==> src/rtl/sw_feed_sequencer.sv <==
// Smith-Waterman feed sequencer: serialises 512-bit cache lines into the systolic
// array's byte stream (query phase, then target phase), then collects the array result.
module sw_feed_sequencer #(
    parameter int unsigned CNT_W         = 32,
    parameter int unsigned DRAIN_TIMEOUT = 4096
) (
    input  logic             clk,
    input  logic             reset_n,
    input  logic             start,
    input  logic             abort,
    input  logic [CNT_W-1:0] query_len,
    input  logic [CNT_W-1:0] target_len,
    input  logic [511:0]     line_data,
    input  logic             line_valid,
    output logic             line_ready,
    output logic [7:0]       data_out,
    output logic             valid_out,
    output logic             conf_out,
    output logic [CNT_W-1:0] count_out,
    input  logic [511:0]     array_data,
    input  logic             array_valid,
    output logic [511:0]     result_data,
    output logic             result_valid,
    input  logic             result_ready,
    output logic             busy,
    output logic             done,
    output logic             error
);

    localparam int unsigned DW = $clog2(DRAIN_TIMEOUT + 1);
    localparam logic [DW-1:0] DRAIN_LAST = DW'(DRAIN_TIMEOUT - 1);
    localparam logic [CNT_W-1:0] LINE_BYTES = CNT_W'(64);

    typedef enum logic [2:0] {StIdle, StLoadQ, StStreamT, StDrain, StResult} state_e;

    state_e           state_q, state_d;
    logic             busy_q;
    logic [CNT_W-1:0] qlen_q, qlen_d, tlen_q, tlen_d;
    logic [CNT_W-1:0] rem_q, rem_d;      // phase bytes not yet emitted
    logic [CNT_W-1:0] unbuf_q, unbuf_d;  // phase bytes not yet pulled into the buffer
    logic [511:0]     line_q, line_d;
    logic [5:0]       idx_q, idx_d;
    logic [6:0]       bcnt_q, bcnt_d;    // bytes still to emit from the buffered line
    logic [DW-1:0]    dcnt_q, dcnt_d;
    logic [511:0]     res_q, res_d;
    logic             err_q, err_d;
    logic             done_q, done_d;
    logic             zpend_q, zpend_d;  // zero-length start: done follows one cycle later
    logic [6:0]       take;
    logic             in_phase, emit;

    // State register and registered busy
    always_ff @(posedge clk) begin
        if (!reset_n) begin
            state_q <= StIdle;
            busy_q  <= 1'b0;
        end else begin
            state_q <= state_d;
            busy_q  <= (state_d != StIdle);
        end
    end

    // Datapath registers
    always_ff @(posedge clk) begin
        if (!reset_n) begin
            qlen_q  <= '0;
            tlen_q  <= '0;
            rem_q   <= '0;
            unbuf_q <= '0;
            line_q  <= '0;
            idx_q   <= '0;
            bcnt_q  <= '0;
            dcnt_q  <= '0;
            res_q   <= '0;
            err_q   <= 1'b0;
            done_q  <= 1'b0;
            zpend_q <= 1'b0;
        end else begin
            qlen_q  <= qlen_d;
            tlen_q  <= tlen_d;
            rem_q   <= rem_d;
            unbuf_q <= unbuf_d;
            line_q  <= line_d;
            idx_q   <= idx_d;
            bcnt_q  <= bcnt_d;
            dcnt_q  <= dcnt_d;
            res_q   <= res_d;
            err_q   <= err_d;
            done_q  <= done_d;
            zpend_q <= zpend_d;
        end
    end

    // Next-state: phase sequencing, line buffer, drain timer, result capture
    always_comb begin
        state_d = state_q;
        qlen_d  = qlen_q;
        tlen_d  = tlen_q;
        rem_d   = rem_q;
        unbuf_d = unbuf_q;
        line_d  = line_q;
        idx_d   = idx_q;
        bcnt_d  = bcnt_q;
        dcnt_d  = dcnt_q;
        res_d   = res_q;
        err_d   = err_q;
        done_d  = zpend_q;
        zpend_d = 1'b0;
        take    = (unbuf_q >= LINE_BYTES) ? 7'd64 : unbuf_q[6:0];
        if (abort) begin
            state_d = StIdle;
            bcnt_d  = '0;
            idx_d   = '0;
            done_d  = 1'b0;
        end else begin
            unique case (state_q)
                StIdle: begin
                    if (start) begin
                        qlen_d = query_len;
                        tlen_d = target_len;
                        err_d  = 1'b0;
                        if (query_len == '0 || target_len == '0) begin
                            err_d   = 1'b1;
                            zpend_d = 1'b1;
                        end else begin
                            state_d = StLoadQ;
                            rem_d   = query_len;
                            unbuf_d = query_len;
                            bcnt_d  = '0;
                            idx_d   = '0;
                        end
                    end
                end
                StLoadQ, StStreamT: begin
                    if (bcnt_q != '0) begin
                        idx_d  = idx_q + 6'd1;
                        bcnt_d = bcnt_q - 7'd1;
                        rem_d  = rem_q - CNT_W'(1);
                    end
                    if (line_valid && line_ready) begin
                        line_d  = line_data;
                        idx_d   = '0;
                        bcnt_d  = take;
                        unbuf_d = unbuf_q - {{(CNT_W - 7){1'b0}}, take};
                    end
                    // Last phase byte: drop any tail of the line, next phase starts fresh
                    if (bcnt_q != '0 && rem_q == CNT_W'(1)) begin
                        bcnt_d = '0;
                        idx_d  = '0;
                        if (state_q == StLoadQ) begin
                            state_d = StStreamT;
                            rem_d   = tlen_q;
                            unbuf_d = tlen_q;
                        end else begin
                            state_d = StDrain;
                            dcnt_d  = '0;
                        end
                    end
                end
                StDrain: begin
                    if (array_valid) begin
                        res_d   = array_data;
                        state_d = StResult;
                    end else if (dcnt_q == DRAIN_LAST) begin
                        err_d   = 1'b1;
                        done_d  = 1'b1;
                        state_d = StIdle;
                    end else begin
                        dcnt_d = dcnt_q + DW'(1);
                    end
                end
                StResult: begin
                    if (result_ready) begin
                        done_d  = 1'b1;
                        state_d = StIdle;
                    end
                end
                default: state_d = StIdle;
            endcase
        end
    end

    // Outputs decoded from registered state
    always_comb begin
        in_phase     = (state_q == StLoadQ) || (state_q == StStreamT);
        emit         = in_phase && (bcnt_q != '0);
        line_ready   = in_phase && (unbuf_q != '0) && (bcnt_q == 7'd0 || bcnt_q == 7'd1);
        valid_out    = emit;
        data_out     = emit ? line_q[{idx_q, 3'b000} +: 8] : 8'd0;
        conf_out     = (state_q == StLoadQ);
        count_out    = (state_q == StLoadQ) ? qlen_q :
                       (state_q == StStreamT) ? tlen_q : '0;
        result_valid = (state_q == StResult);
        result_data  = res_q;
        busy         = busy_q;
        done         = done_q;
        error        = err_q;
    end

endmodule

==> config.mk <==
export PLATFORM = sky130hd
export DESIGN_NAME = sw_feed_sequencer
export DESIGN_NICKNAME = d
export VERILOG_FILES = /design/src/rtl/sw_feed_sequencer.sv
export SDC_FILE = /design/constraint.sdc
export NUM_CORES = 2
export LEC_CHECK = 0
export BUFFER_PORTS_ARGS = -buffer_cell sky130_fd_sc_hd__buf_2
export CAP_MARGIN = 20
export CORE_AREA = 8 8 638 640
export CTS_CLUSTER_DIAMETER = 50
export CTS_CLUSTER_SIZE = 40
export DETAILED_ROUTE_END_ITERATION = 16
export DIE_AREA = 0 0 646 648
export PLACE_DENSITY_LB_ADDON = 0.15
export SLEW_MARGIN = 20
export SYNTH_ARGS = -nofsm -noshare
export SYNTH_HDL_FRONTEND = slang
export SYNTH_SLANG_ARGS = --single-unit
==> constraint.sdc <==
create_clock -name clk -period 5.1 [get_ports clk]
set_clock_uncertainty 0.05 [all_clocks]
set_input_delay 1.02 -clock clk [delete_from_list [all_inputs] [get_ports clk]]
set_output_delay 1.02 -clock clk [all_outputs]
set_load 0.02 [all_outputs]
* Yosys cells after proc, flatten, opt, wreduce, memory -nomap -nowiden
Cells that the tools add are included.
** Operators by class
- Add/sub/neg operators :: 5
- $lt $le $gt $ge :: 1
- Eq/ne operators :: 15
- Shift operators :: 1
- Mux-type cells :: 49
- Bitwise gates (word level) :: 4
- Reduce and logical (&&, ||, !) cells :: 28
** Operator list (count)
- $shiftx 512x10->8 :: 1
- $mux 32 :: 10
- $pmux 32 s2 :: 2
- $logic_not 32->1 :: 2
- $mux 13 :: 4
- $mux 7 :: 6
- $eq 32x1->1 const B :: 1
- $ge 32x7->1 const B :: 1
- $reduce_bool 32->1 :: 1
- $sub 32x1->32 const B :: 1
- $sub 32x7->32 :: 1
- $mux 6 :: 5
- $pmux 13 s2 :: 1
- $mux 3 :: 7
- $ne 2x2->1 const B :: 7
- $pmux 7 s2 :: 1
- $add 13x1->13 const B :: 1
- $eq 13x12->1 const B :: 1
- $pmux 3 s4 :: 1
- $pmux 6 s2 :: 1
- $reduce_and 3->1 :: 3
- $mux 1 :: 8
- $mux 8 :: 1
- $reduce_and 4->1 :: 2
- 20 further kinds :: 34
** Storage, ports and cells
- Register bits :: 1185
- Input port bits :: 1095
- Output and inout bits :: 559

* Longest topological paths before layout
- Depth after elaboration :: 9
- Mapped depth :: 13
- Mapped depth without buffers :: 11

* Worst setup path after synthesis
No wires, ideal clock.
- Path kind :: register to output
- Start point :: register idx_q[0]
- End point :: output data_out[7]
- Arrival :: 2983 ps
- Path slack :: 1047 ps
- Stages on the path, launching flop included :: 8
- Cells stage by stage :: dfxtp_1 > clkbuf_1 > clkbuf_1 > buf_1 > mux4_2 > mux4_2 > mux4_2 > nor2b_1
** Between the ends
- Word-level cells in the longest chain between the ends :: 2
** RTL lines
- start: declaration :: line 42 : logic [5:0] idx_q, idx_d;
- start signal: assignment :: line 84 : idx_q <= idx_d;
- $shiftx 512x10->8 :: line 189 : data_out = emit ? line_q[{idx_q, 3'b000} +: 8] : 8'd0;
- $mux 8 :: line 189
- end: declaration :: line 16 : output logic [7:0] data_out,
Every way passes these cells.

* Worst setup path in the final report
- Start point :: register idx_q[0]
- End point :: output data_out[2]
Same word-level chain as after synthesis.

==> out/qor.log <==
qor: status.outcome completed
qor: global_route.pin_count_of_the_biggest_net_entering_global_routing 183
qor: sta.unrepaired_setup_endpoints_after_global_routing true
qor: cells_and_area.final_cell_area 71,540 µm²
qor: power.power.share.clock 62.6%
qor: detailed_routing.remaining_drc_errors 0
qor: yosys.synth_unique_cells 76
qor: detailed_routing.avgViaCountPerCell 4.001
qor: hold_path.hold-path-cell-count 3
qor: clock_tree.tritoncts yes
qor: global_route.grt_first_pass_wirelength 506,600 µm
qor: cells_and_area.final_util 18.02%
qor: yosys.syn-cell-area 47,750 µm²
qor: sta.max_freq 0.2023 GHz
qor: sta.setup_viols_final 0
qor: sta.final.min_clock_period 4.944 ns
qor: detailed_routing.route.final.wire_length 396,300 µm
qor: worst_setup_path.critical_path_arrival 3.87 ns
qor: global_route.first_global_vias 50,260
qor: power.power.ir.vdd_worst 0.0002260 V
qor: worst_setup_path.r2r-start unbuf_q[17]
qor: detailed_routing.antenna_violating_nets_post_route 0
qor: floorplan.num_io_pins 1,654
qor: sta.final_period_utilization 96.94%
qor: power.intPower 21.66 mW
qor: detailed_routing.iteration_0_drc_count_of_the_detailed_router 3,802
qor: global_route.grt_use_total 17.91%
qor: global_route.grt_overflow 0
qor: worst_setup_path.data_required_time_at_the_worst_endpoint 4.03 ns
qor: clock_tree.max-clock-path-buffers 4
qor: floorplan.die_area 418,600 µm²
qor: floorplan.core_region_area 397,100 µm²
qor: detailed_routing.dr.pass1.iters 5
qor: clock_tree.clock_latency 0.87 ns
qor: job.maxCapViolations 0
qor: yosys.postSynthAreaPerCell 8.145 µm²
qor: worst_setup_path.worstSetupEndpointType primary output
qor: worst_setup_path.critical_path.max_fanout 20
qor: clock_tree.htree_levels 5
qor: placement.place.gp.congestion 0.9733
qor: clock_tree.cts.sinks 1,185
qor: floorplan.number_of_core_rows 232
qor: floorplan.die_h 648 µm
qor: power.power.total 28.79 mW
qor: global_route.antenna_violations_before_repair 339
qor: sta.transition_time_at_the_pin_with_the_least_slew_margin 1.168 ns
qor: worst_setup_path.worstRegToRegCells 9
qor: placement.dp_hpwl 324,000 µm
qor: hold_path.min_from array_data[66]
qor: yosys.number_of_enable_flip_flop_cells_after_synthesis 0
qor: power.power.share.switching 24.75%
qor: worst_setup_path.timing_worst_setup_path_type flop to primary output
qor: hold_path.worst_hold_path_type input pin to flop
qor: clock_tree.clk_root_buffer_cell clkbuf_16
qor: detailed_routing.wl_per_cell 30.56 µm
qor: placement.port_buffers 1,653
qor: yosys.ys_seq_elements 1,185
qor: sta.timing_hold_violations_final 0
qor: placement.post_dp_cell_area 62,130 µm²
qor: hold_path.min_to result_data[66]
qor: yosys.synth_flop_cell dfxtp_1
qor: yosys.yosys_warnings 0
qor: power.combPwrFrac 4.7%
qor: cells_and_area.design.final.nets 8,539
qor: cells_and_area.flow.area_growth_from_synthesis 49.83%
qor: yosys.post_synth_inst_count 5,862
qor: worst_setup_path.reg2reg_setup_slack 1.03 ns
qor: yosys.synth_nets 6,964
qor: worst_setup_path.cp-start-kind flop
qor: power.power_frac_seq 32.8%
qor: floorplan.initial_standard_cell_utilization_of_the_core 12.02%
qor: cells_and_area.drive_above_1_share 31.47%
qor: sta.worst_slew_margin_rel 22.13%
qor: power.powerDensity 402.4 nW/µm²
qor: yosys.synth_sequential_area_ratio 49.68%
qor: power.power.static_leakage 26.83 nW
qor: yosys.ys_async_sr_fraction 0%
qor: floorplan.die_w 646 µm
qor: clock_tree.clk_pin_slew_worst_paths 0.05 ns
qor: worst_setup_path.timing.rr.end line_q[193]
qor: sta.final_max_slew_viol_count 0
qor: clock_tree.cts_buffers 263
qor: detailed_routing.detailroute.via_count 51,900
qor: power.power.switching 7.126 mW
==> cell type report <==
type                            instances  area (µm²)
Antenna cell                           69       172.7
Clock buffer                          350        7450
Clock inverter                        115        1689
Fill cell                           45120      325600
Inverter                               14       60.06
Multi-Input combinational cell       4198       22160
Sequential cell                      1185       23740
Tap cell                             5265        6588
Timing Repair Buffer                 1775        9682
==> flip-flops by register name, indices dropped and copies added (netlist names) <==
signal / flops
tlen_q: 32
state_q: 3
result_data: 512
busy: 1
bcnt_q: 7
unbuf_q: 32
done: 1
dcnt_q: 13
qlen_q: 32
error: 1
rem_q: 32
line_q: 512
idx_q: 6
zpend_q: 1
==> routing by layer <==
metal / part of all wire, % / wire length, µm / track usage, % / up-vias
met5: 0.11 / 436 / 0 / -
met4: 3.9 / 15620 / 5.679 / 64
met3: 8.1 / 32030 / 5.723 / 848
met2: 45 / 178500 / 28.70 / 2485
met1: 43 / 169800 / 22.80 / 25360
li1: - / - / - / 23140
==> worst max-delay path by stage <==
stage,startpoint,to,slack [ns]
CTS,idx_q[0],data_out[4],-0.01
finish,idx_q[0],data_out[2],0.16
detailed placement,idx_q[1],data_out[1],0.92
global route,idx_q[0],data_out[2],-0.009
floorplan,idx_q[0],data_out[7],1.05
global placement,idx_q[1],data_out[1],0.90
==> power groups by stage <==
stage | logic, mW | clock network, mW | registers, mW
final | 1.34 | 18.0 | 9.43
after global placement | 1.35 | 0 | 9.61
after floorplan | 0.471 | 0 | 9.58
after global routing | 1.43 | 19.0 | 9.43
after CTS | 1.36 | 18.6 | 9.43
after detailed placement | 1.35 | 0 | 9.61
==> cells by family (layout without fill, tap and decap cells) <==
kind of cell | count (synthesis) | after routing | share of synthesized area [%]
XOR/XNOR | 43 | 43 | 0.7888
other | 1 | 70 | 0.007854
AO/OA/AOI/OAI | 1422 | 1422 | 15.97
flip-flops | 1185 | 1185 | 49.68
adder cells (fa/ha/maj) | 7 | 7 | 0.1834
AND/OR/NAND/NOR | 2553 | 2553 | 21.28
multiplexers | 172 | 172 | 8.013
buffers and inverters | 479 | 2254 | 4.077
==> synth_stat cells (18+ instances only) <==
cell type  count  share of area, %
nand2_1     2252                18
dfxtp_1     1185                50
a21oi_1     1151                12
clkbuf_1     330               2.6
mux4_2       168               7.9
buf_2        113               1.2
o21ai_0       95               1.0
nor2_1        84              0.66
a22o_1        41              0.75
nor3_1        39              0.41
nor4_1        38              0.50
a31oi_1       32              0.42
xnor2_1       26              0.48
nand3_1       22              0.23
or3_1         22              0.29
a21o_1        20              0.31
buf_1         20              0.16
nand4_1       18              0.24
==> placed cells by master, fill, tap and decap left out, types with 6 or more instances in the layout <==
master      synthesis  layout
a211oi_1           10      10
a21o_1             20      20
a21oi_1          1151    1150
a22o_1             41      41
a22oi_1             9       9
a31oi_1            32      32
and2_1              9       9
and3_1             10       9
buf_12              0      31
buf_2             113    1653
buf_4               2      86
bufinv_16           0      30
clkbuf_1          330      43
clkbuf_16           0     272
clkbuf_8            0      35
clkinv_2            0      26
clkinv_4            0      12
clkinvlp_4          0      23
dfxtp_1          1185    1180
diode_2             0      69
ha_1                7       7
inv_1              14      13
inv_6               0      10
mux4_2            168     168
nand2_1          2252    2252
nand3_1            22      20
nand4_1            18      18
nor2_1             84      83
nor2b_1            10      10
nor3_1             39      38
nor3b_1             7       6
nor4_1             38      36
o21ai_0            95      94
o22ai_1            17      17
or3_1              22      22
or4_1              10      10
xnor2_1            26      26
xor2_1             17      17
==> what timing repair did <==
action / in CTS / in global routing
gates resized for setup: 2 / 1
cloned: 2 / 0
buffers inserted: 1 / 0
hold buffers: 0 / 0
endpoints found under the setup margin: 6 / 1
==> metrics by stage <==
step	instances	hold WS, ns	TNS [ns]	worst slack [ns]
floorplan	5862	0.3741	0	1.047
global placement	12430	0.3890	0	0.9014
detailed placement	12430	0.3931	0	0.9180
CTS	12900	0.2102	-0.01091	-0.009876
global route	12920	0.2545	-0.02102	-0.008818
finish	12970	0.3413	0	0.1563
==> worst max-delay path: stages (launching register included) <==
cell       delay (ns)
dfxtp_4          0.55
bufbuf_16        0.43
mux4_2           0.53
mux4_2           0.58
mux4_2           0.58
nor2b_1          0.16
buf_2            0.18
No activity file was read; power rests on OpenSTA's default activity.
